`config.mk`:
```
export PLATFORM = sky130hd
export DESIGN_NAME = rco_cascade_display
export DESIGN_NICKNAME = d
export VERILOG_FILES = /design/src/rtl/rcd_pkg.sv /design/src/rtl/rco_cascade_display_hex7seg.sv /design/src/rtl/rco_cascade_display.sv
export SDC_FILE = /design/constraint.sdc
export NUM_CORES = 1
export LEC_CHECK = 0
export BUFFER_PORTS_ARGS = -buffer_cell sky130_fd_sc_hd__buf_2
export CAP_MARGIN = 20
export CORE_MARGIN = 4
export CORE_UTILIZATION = 49
export CTS_BUF_LIST = sky130_fd_sc_hd__clkbuf_16
export CTS_CLUSTER_SIZE = 8
export DETAILED_ROUTE_END_ITERATION = 12
export GPL_TIMING_DRIVEN = 0
export PLACE_DENSITY = 0.8
export SYNTH_ARGS = -nofsm -noshare
export SYNTH_HDL_FRONTEND = slang
export SYNTH_SLANG_ARGS = --single-unit
```
`constraint.sdc`:
```
create_clock -name clk -period 1.9 [get_ports clk]
set_clock_uncertainty 0.1 [all_clocks]
set_input_delay 0.19 -clock clk [delete_from_list [all_inputs] [get_ports clk]]
set_output_delay 0.19 -clock clk [all_outputs]
set_load 0.05 [all_outputs]
```
`src/rtl/rcd_pkg.sv`:
```
//------------------------------------------------------------------------------
// rcd_pkg : scan states and 7-segment glyph constants for rco_cascade_display
// Rev 1.0
//------------------------------------------------------------------------------
`default_nettype none

package rcd_pkg;

    typedef enum logic [0:0] {
        SHOW_LO = 1'b0,
        SHOW_HI = 1'b1
    } scan_state_t;

    localparam logic [6:0] SEG_BLANK = 7'b0000000;

    // Segment order {g,f,e,d,c,b,a}; entry 15 is listed first
    localparam logic [15:0][6:0] SEG_GLYPH = {
        7'h71, 7'h79, 7'h5E, 7'h39, 7'h7C, 7'h77, 7'h6F, 7'h7F,
        7'h07, 7'h7D, 7'h6D, 7'h66, 7'h4F, 7'h5B, 7'h06, 7'h3F
    };

endpackage

`default_nettype wire

```
`src/rtl/rco_cascade_display_hex7seg.sv`:
```
//------------------------------------------------------------------------------
// hex7seg : combinational 4-bit hex to active-high 7-segment decoder
// Rev 1.0
//------------------------------------------------------------------------------
`default_nettype none

module hex7seg
    import rcd_pkg::*;
(
    input  logic [3:0] i_hex,
    output logic [6:0] o_seg
);

    assign o_seg = SEG_GLYPH[i_hex];

endmodule

`default_nettype wire

```
`src/rtl/rco_cascade_display.sv`:
```
//------------------------------------------------------------------------------
// rco_cascade_display : cascaded high-nibble counter with 2-digit scanned
// 7-segment display. Optional macro LEADING_ZERO_BLANK_EN blanks a zero high digit.
// Rev 1.0
//------------------------------------------------------------------------------
`default_nettype none

module rco_cascade_display
    import rcd_pkg::*;
#(
    parameter int unsigned SCAN_DIV = 4
)(
    input  logic       clk,
    input  logic       rst_n,
    input  logic [3:0] count_lo,
    input  logic       rco,
    input  logic       clr,
    output logic [3:0] count_hi,
    output logic       rco_hi,
    output logic [6:0] seg,
    output logic [1:0] dig_sel
);

    localparam logic [7:0] c_DIV_LAST = 8'(SCAN_DIV - 1);

    logic        r_rco_q;
    logic        r_armed;
    logic [3:0]  r_count_hi;
    logic [7:0]  r_presc;
    scan_state_t r_state;
    scan_state_t w_state_next;
    logic [7:0]  r_snap;
    logic [6:0]  r_seg;
    logic [1:0]  r_dig_sel;
    logic        w_rco_rise;
    logic        w_presc_wrap;
    logic [3:0]  w_nibble;
    logic [6:0]  w_glyph;
    logic [6:0]  w_seg_next;
    logic [1:0]  w_dig_next;

    // r_armed keeps an rco that is already high at reset release from counting
    assign w_rco_rise   = rco & ~r_rco_q & r_armed;
    assign w_presc_wrap = (r_presc == c_DIV_LAST);

    always_ff @(posedge clk) begin
        if (!rst_n) begin
            r_rco_q    <= 1'b0;
            r_armed    <= 1'b0;
            r_count_hi <= 4'd0;
        end else begin
            r_rco_q <= rco;
            r_armed <= 1'b1;
            if (clr)
                r_count_hi <= 4'd0;
            else if (w_rco_rise)
                r_count_hi <= r_count_hi + 4'd1;
        end
    end

    always_ff @(posedge clk) begin
        if (!rst_n) begin
            r_state <= SHOW_LO;
            r_presc <= 8'd0;
            r_snap  <= 8'd0;
        end else begin
            r_state <= w_state_next;
            r_presc <= w_presc_wrap ? 8'd0 : r_presc + 8'd1;
            if (w_presc_wrap && (r_state == SHOW_HI))
                r_snap <= {r_count_hi, count_lo};
        end
    end

    always_comb begin
        w_state_next = r_state;
        w_dig_next   = 2'b01;
        w_nibble     = r_snap[3:0];
        if (w_presc_wrap)
            w_state_next = (r_state == SHOW_LO) ? SHOW_HI : SHOW_LO;
        if (r_state == SHOW_HI) begin
            w_dig_next = 2'b10;
            w_nibble   = r_snap[7:4];
        end
    end

    hex7seg u_hex7seg (
        .i_hex (w_nibble),
        .o_seg (w_glyph)
    );

`ifdef LEADING_ZERO_BLANK_EN
    assign w_seg_next = ((r_state == SHOW_HI) && (r_snap[7:4] == 4'd0)) ? SEG_BLANK : w_glyph;
`else
    assign w_seg_next = w_glyph;
`endif

    always_ff @(posedge clk) begin
        if (!rst_n) begin
            r_seg     <= SEG_GLYPH[0];
            r_dig_sel <= 2'b01;
        end else begin
            r_seg     <= w_seg_next;
            r_dig_sel <= w_dig_next;
        end
    end

    assign count_hi = r_count_hi;
    assign rco_hi   = rco & (r_count_hi == 4'd15);
    assign seg      = r_seg;
    assign dig_sel  = r_dig_sel;

endmodule

`default_nettype wire

```
==> results of run 1 <==
layout make-up:
cell class / instances / area [µm²]
clock inverters: 3 / 11.3
clock buffers: 5 / 125
well taps: 31 / 38.8
inverters: 3 / 11.3
flip-flops and latches: 32 / 642
multi-input cells: 116 / 795
fillers: 212 / 977
repair buffers: 26 / 145
plain buffers: 7 / 36.3
sequential cells by signal (all words and copies together) (netlist names):
name      flops
r_presc       8
r_snap        8
seg           7
count_hi      4
dig_sel       2
r_armed       1
r_rco_q       1
r_state       1
worst register-to-register path, delay by kind of cell (launching register included):
family | cells | cell delay, ps
AO/OA/AOI/OAI | 3 | 380
flip-flops | 1 | 350
adder cells (fa/ha/maj) | 1 | 300
multiplexers | 1 | 270
buffers and inverters | 1 | 140
AND/OR/NAND/NOR | 1 | 110
path summary, 6_finish.rpt:
kind	to	depth (start not counted)	start
worst max-delay path	seg[3]	7	r_state
worst min-delay path	r_rco_q	2	rco
worst max register to register	seg[3]	7	r_state
worst min register to register	r_presc[0]	1	r_presc[0]
metal layers:
layer,track usage,part of all wire
met2,0.268,0.51
met3,0.0649,0.061
met1,0.187,0.41
met4,0.0796,0.018
met5,0,0
placed cells by master (no fill, tap or decap), types with 5 or more instances in the layout:
cell / instances
and2_1: 5
dfxtp_1: 31
nand2_1: 21
mux2i_1: 5
buf_2: 23
nand3_1: 12
o21ai_0: 11
ha_1: 9
clkbuf_16: 5
nor2_1: 14
inv_1: 5
xnor2_1: 8
cells by family (layout without fill, tap and decap cells):
family | after synthesis | in the layout | synth area share
AOI/OAI and AO/OA | 21 | 21 | 0.0859
xor gates and xnor gates | 11 | 11 | 0.0668
adders and majority gates | 9 | 9 | 0.0781
buffers and inverters | 10 | 44 | 0.0330
DFF | 32 | 32 | 0.444
muxes | 10 | 10 | 0.0798
and+or+nand+nor | 65 | 65 | 0.213
what timing repair did:
| action | in CTS | in global routing |
|---|---|---|
| hold buffers | 1 | 0 |
| endpoints found under the setup margin | 4 | 6 |
| setup buffers | 3 | 1 |
| resized for setup | 2 | 4 |
| endpoints found under the hold margin | 1 | 0 |
power by group through the flow:
| stage | Clock, mW | Combinational [mW] | Sequential [mW] |
|---|---|---|---|
| CTS | 0.739 | 0.0949 | 0.698 |
| global placement | 0 | 0.0850 | 0.711 |
| detailed placement | 0 | 0.0869 | 0.711 |
| floorplan | 0 | 0.0540 | 0.721 |
| global route | 0.774 | 0.107 | 0.700 |
| finish | 0.726 | 0.0973 | 0.699 |
==> impl_metrics.yaml, run 1 <==
setup_path:
  cp_max_fo: 4
  crit_arrival_ps: 1830
  path_buf_inv: 1
  critPathSlowestCell: "dfxtp_2"
  critPathLaunchType: "flop"
  rrSetupSlack_ps: 110
  crit_path_max_incr_delay_ps: 350
  critical_path_class: "flop to flop"
  crit_family: "compound AO/OA/AOI/OAI gates"
  cp-end-kind: "flop"
  path_cells: "buf_6 > mux2i_4 > ha_1 > a211oi_2 > a21oi_1 > nor2_1 > o211ai_1"
  critical_path_required_ps: 1930
sta:
  fmax_mhz: 558
  rsz0062_at_grt: "true"
  fin_crit_ps: 1790
  fin_tns_setup_ps: 0
  hold_viol_final: 0
  drv_slew: 0
  finalSetupViolations: 0
  min_period_over_period: 0.944
  slew_headroom: 0.652
  setup_slack_ps: 106
  whs_ps: 43.0
  tightest_slew_ps: 518
global_routing:
  grt_pass1_vias: 1110
  grt_max_degree: 11
  antenna_found_initial: 0
  grt_usage: 0.165
  grt_pass1_wl_mm: 5.10
  overflow: 0
power_and_ir_drop:
  clkPwrFrac: 0.477
  sw_frac_of_total: 0.213
  p_int_mw: 1.20
  finalPower_mw: 1.52
  p_comb_frac: 0.064
  p_per_area_nw_per_um2: 844
  ir_worst_vdd_mv: 0.878
  leakagePower_nw: 0.772
  seqPwrFrac: 0.459
  switchingPower_mw: 0.324
job:
  drv_cap: 0
synthesis:
  synth_most_common_cell: "dfxtp_1"
  yosys-top-cells-count: "32 x dfxtp_1, 21 x nand2_1, 14 x nor2_1"
  ys_ff_latch: 32
  seq_area_frac_synth: 0.444
  syn_avg_cell_area_um2: 9.13
  synth_edf_count: 0
  synth.cell_area_um2: 1440
  synth_flop_cell: "dfxtp_1"
  ys_warn_count: 0
  synthDistinctLibCells: 30
  synthCells: 158
  synthArstFlopShare: 0
  synth_top_cell_area_share: 0.444
  synth_area_leaders: "dfxtp_1 44%, ha_1 7.8%, nand2_1 5.5%"
  syn_nets: 175
  synth_top_area_cell: "dfxtp_1"
floorplan:
  fp-row-count: 19
  dieArea_um2: 3880
  die_w_um: 62.3
  io_pins: 22
  start_util: 0.519
  core_area_um2: 2780
  die_h_um: 62.3
placed_design:
  place.gp.congestion: 0.773
  place_area_um2: 1590
  dpl.cell_count: 210
  port-buffer-count: 21
  dp_hpwl_mm: 2.00
  post-place-ws_ps: -189
route:
  wire_per_inst_um: 13.7
  drt_iter0_drc: 43
  postRouteWirelength_mm: 3.05
  viasPerCell: 5.32
  drtAntennaViolNets: 0
  vias: 1186
  dr.pass1.iters: 4
  drc_errors: 0
cells_and_area:
  area_growth_pct: 25.1
  final_core_util: 0.649
  final_cells: 223
  diodes: 0
  fin_area_um2: 1800
  fin_nets: 208
  drive_above_1_share: 0.219
cts:
  cts_root_buf: "clkbuf_16"
  cts_tree: "done"
  cts_buffers: 5
  clock_sink_count: 32
  clk_latency_ps: 280
  clk_pin_slew_worst_paths_ps: 50
  ctsLongestPathBuffers: 2
  htreeDepth: 2
min_path:
  hold_path.class: "primary input to flop"
status:
  status: "complete, no violations"
(Power assumes the default switching activity.)
==> inputs of run 2 (changes only) <==
PLACE_DENSITY = 0.73   (was 0.8)
==> run 2 against run 1 <==
- flip-flop and latch count stayed put
- non-clock buffer count is 1 higher
- sequential share of layout area is 0.58 points lower
- worst hold slack better by 12 ps
- final cell count is 0.45% higher
- worst setup slack worse by 17 ps
- register-to-register slack worse by 20 ps
- critical endpoint unchanged
- largest power group unchanged
==> impl_metrics.yaml, run 2 (synthesized netlist as in run 1, its figures left out) <==
job:
  drv_cap: 0
route:
  drtAntennaViolNets: 0
  drt_iter0_drc: 24
  postRouteWirelength_mm: 2.81
  vias: 1192
  wire_per_inst_um: 12.5
  dr.pass1.iters: 4
  viasPerCell: 5.32
  drc_errors: 0
cells_and_area:
  diodes: 0
  drive_above_1_share: 0.228
  most-common-layout-cells: "31 x dfxtp_1, 23 x buf_2, 21 x nand2_1"
  fin_nets: 209
  area_growth_pct: 27.1
  final_cells: 224
  final_common_cell: "dfxtp_1"
placed_design:
  dp_hpwl_mm: 2.00
  port-buffer-count: 21
  place.gp.congestion: 0.776
  dpl.cell_count: 210
power_and_ir_drop:
  p_per_area_nw_per_um2: 907
  p_comb_frac: 0.057
  p_int_mw: 1.34
  leakagePower_nw: 0.783
  sw_frac_of_total: 0.196
  ir_worst_vdd_mv: 0.792
  seqPwrFrac: 0.420
  switchingPower_mw: 0.326
  clkPwrFrac: 0.523
floorplan:
  dieArea_um2: 3880
  core_area_um2: 2780
  die_h_um: 62.3
  io_pins: 22
  fp-row-count: 19
  die_w_um: 62.3
  start_util: 0.519
sta:
  drv_slew: 0
  hold_viol_final: 0
  rsz0062_at_grt: "true"
  tightest_slew_ps: 485
  finalSetupViolations: 0
  fin_crit_ps: 1810
  slew_headroom: 0.674
  fin_tns_setup_ps: 0
  min_period_over_period: 0.953
  fmax_mhz: 552
setup_path:
  crit_arrival_ps: 1840
  worst_r2r_path_depth: 7
  rr_startpoint: "r_state"
  critical_path_class: "flop to flop"
  rr_endpoint: "seg[3]"
  critPathLaunchType: "flop"
  critical_path_required_ps: 1930
  cp-end-kind: "flop"
  rrSetupSlack_ps: 90
  cp_max_fo: 4
min_path:
  hold_end: "r_rco_q"
  min_from: "rco"
  holdPathStages: 2
  hold_path.class: "primary input to flop"
cts:
  htreeDepth: 2
  cts_tree: "done"
  clock_sink_count: 32
  clk_latency_ps: 270
  cts_buffers: 5
  cts_root_buf: "clkbuf_16"
  ctsLongestPathBuffers: 2
  clk_pin_slew_worst_paths_ps: 50
status:
  status: "complete, no violations"
global_routing:
  overflow: 0
  grt_max_degree: 11
  grt_usage: 0.155
  grt_pass1_wl_mm: 4.91
  grt_pass1_vias: 1176
  antenna_found_initial: 0
-- run 2: layout make-up --
class	count	area, µm²
Tap cell	31	38.8
Clock inverter	3	38.8
Multi-Input combinational cell	116	790
Buffer	7	36.3
Clock buffer	5	125
Sequential cell	32	642
Inverter	3	11.3
Timing Repair Buffer	27	153
Fill cell	221	947
-- run 2: how the worst max path moves through the flow --
stage,start,end,slack (ps),cells after the start
after detailed placement,r_state,seg[3],-210,7
after global routing,r_presc[0],r_snap[6],-30,6
after CTS,r_state,seg[3],20,7
after floorplan,r_state,seg[3],20,7
after global placement,r_state,seg[3],-160,7
final,r_state,seg[3],90,7
-- run 2: power groups by stage --
stage	registers, mW	logic [mW]	clock network, mW
finish	0.698	0.0955	0.870
global route	0.699	0.105	0.926
CTS	0.698	0.0949	0.882
detailed placement	0.711	0.0870	0
global placement	0.710	0.0855	0
floorplan	0.721	0.0540	0
-- run 2: worst max-delay path, cell delays in order (launching register included) --
cell	delay, ps
dfxtp_2	350
buf_6	130
mux2i_4	270
ha_1	300
a211oi_2	220
a21oi_1	80
nor2_1	110
o211ai_1	90
-- run 2: what timing repair did --
action | in CTS | in global routing
hold endpoints to repair | 1 | 0
endpoints found under the setup margin | 4 | 4
setup buffers | 5 | 0
gates resized for setup | 2 | 3
hold buffers | 1 | 0
-- run 2: through the flow --
stage / total power, mW / utilization / hold WS (ps) / instance area [µm²] / setup WS [ps]
floorplan: 0.775 / - / 118 / 1450 / 15.4
global placement: 0.796 / 0.573 / 253 / 1590 / -157
detailed placement: 0.798 / 0.573 / 250 / 1590 / -211
CTS: 1.67 / 0.655 / 54.8 / 1820 / 21.3
global route: 1.73 / 0.659 / 67.4 / 1830 / -28.6
finish: 1.66 / 0.659 / 55.5 / 1830 / 89.6
-- run 2: metal layers --
metal	share of wire	vias up	GRT usage
met5	0	-	0
met4	0.010	0	0.0637
met3	0.052	4	0.0432
met2	0.51	26	0.277
met1	0.43	553	0.168
li1	-	609	-
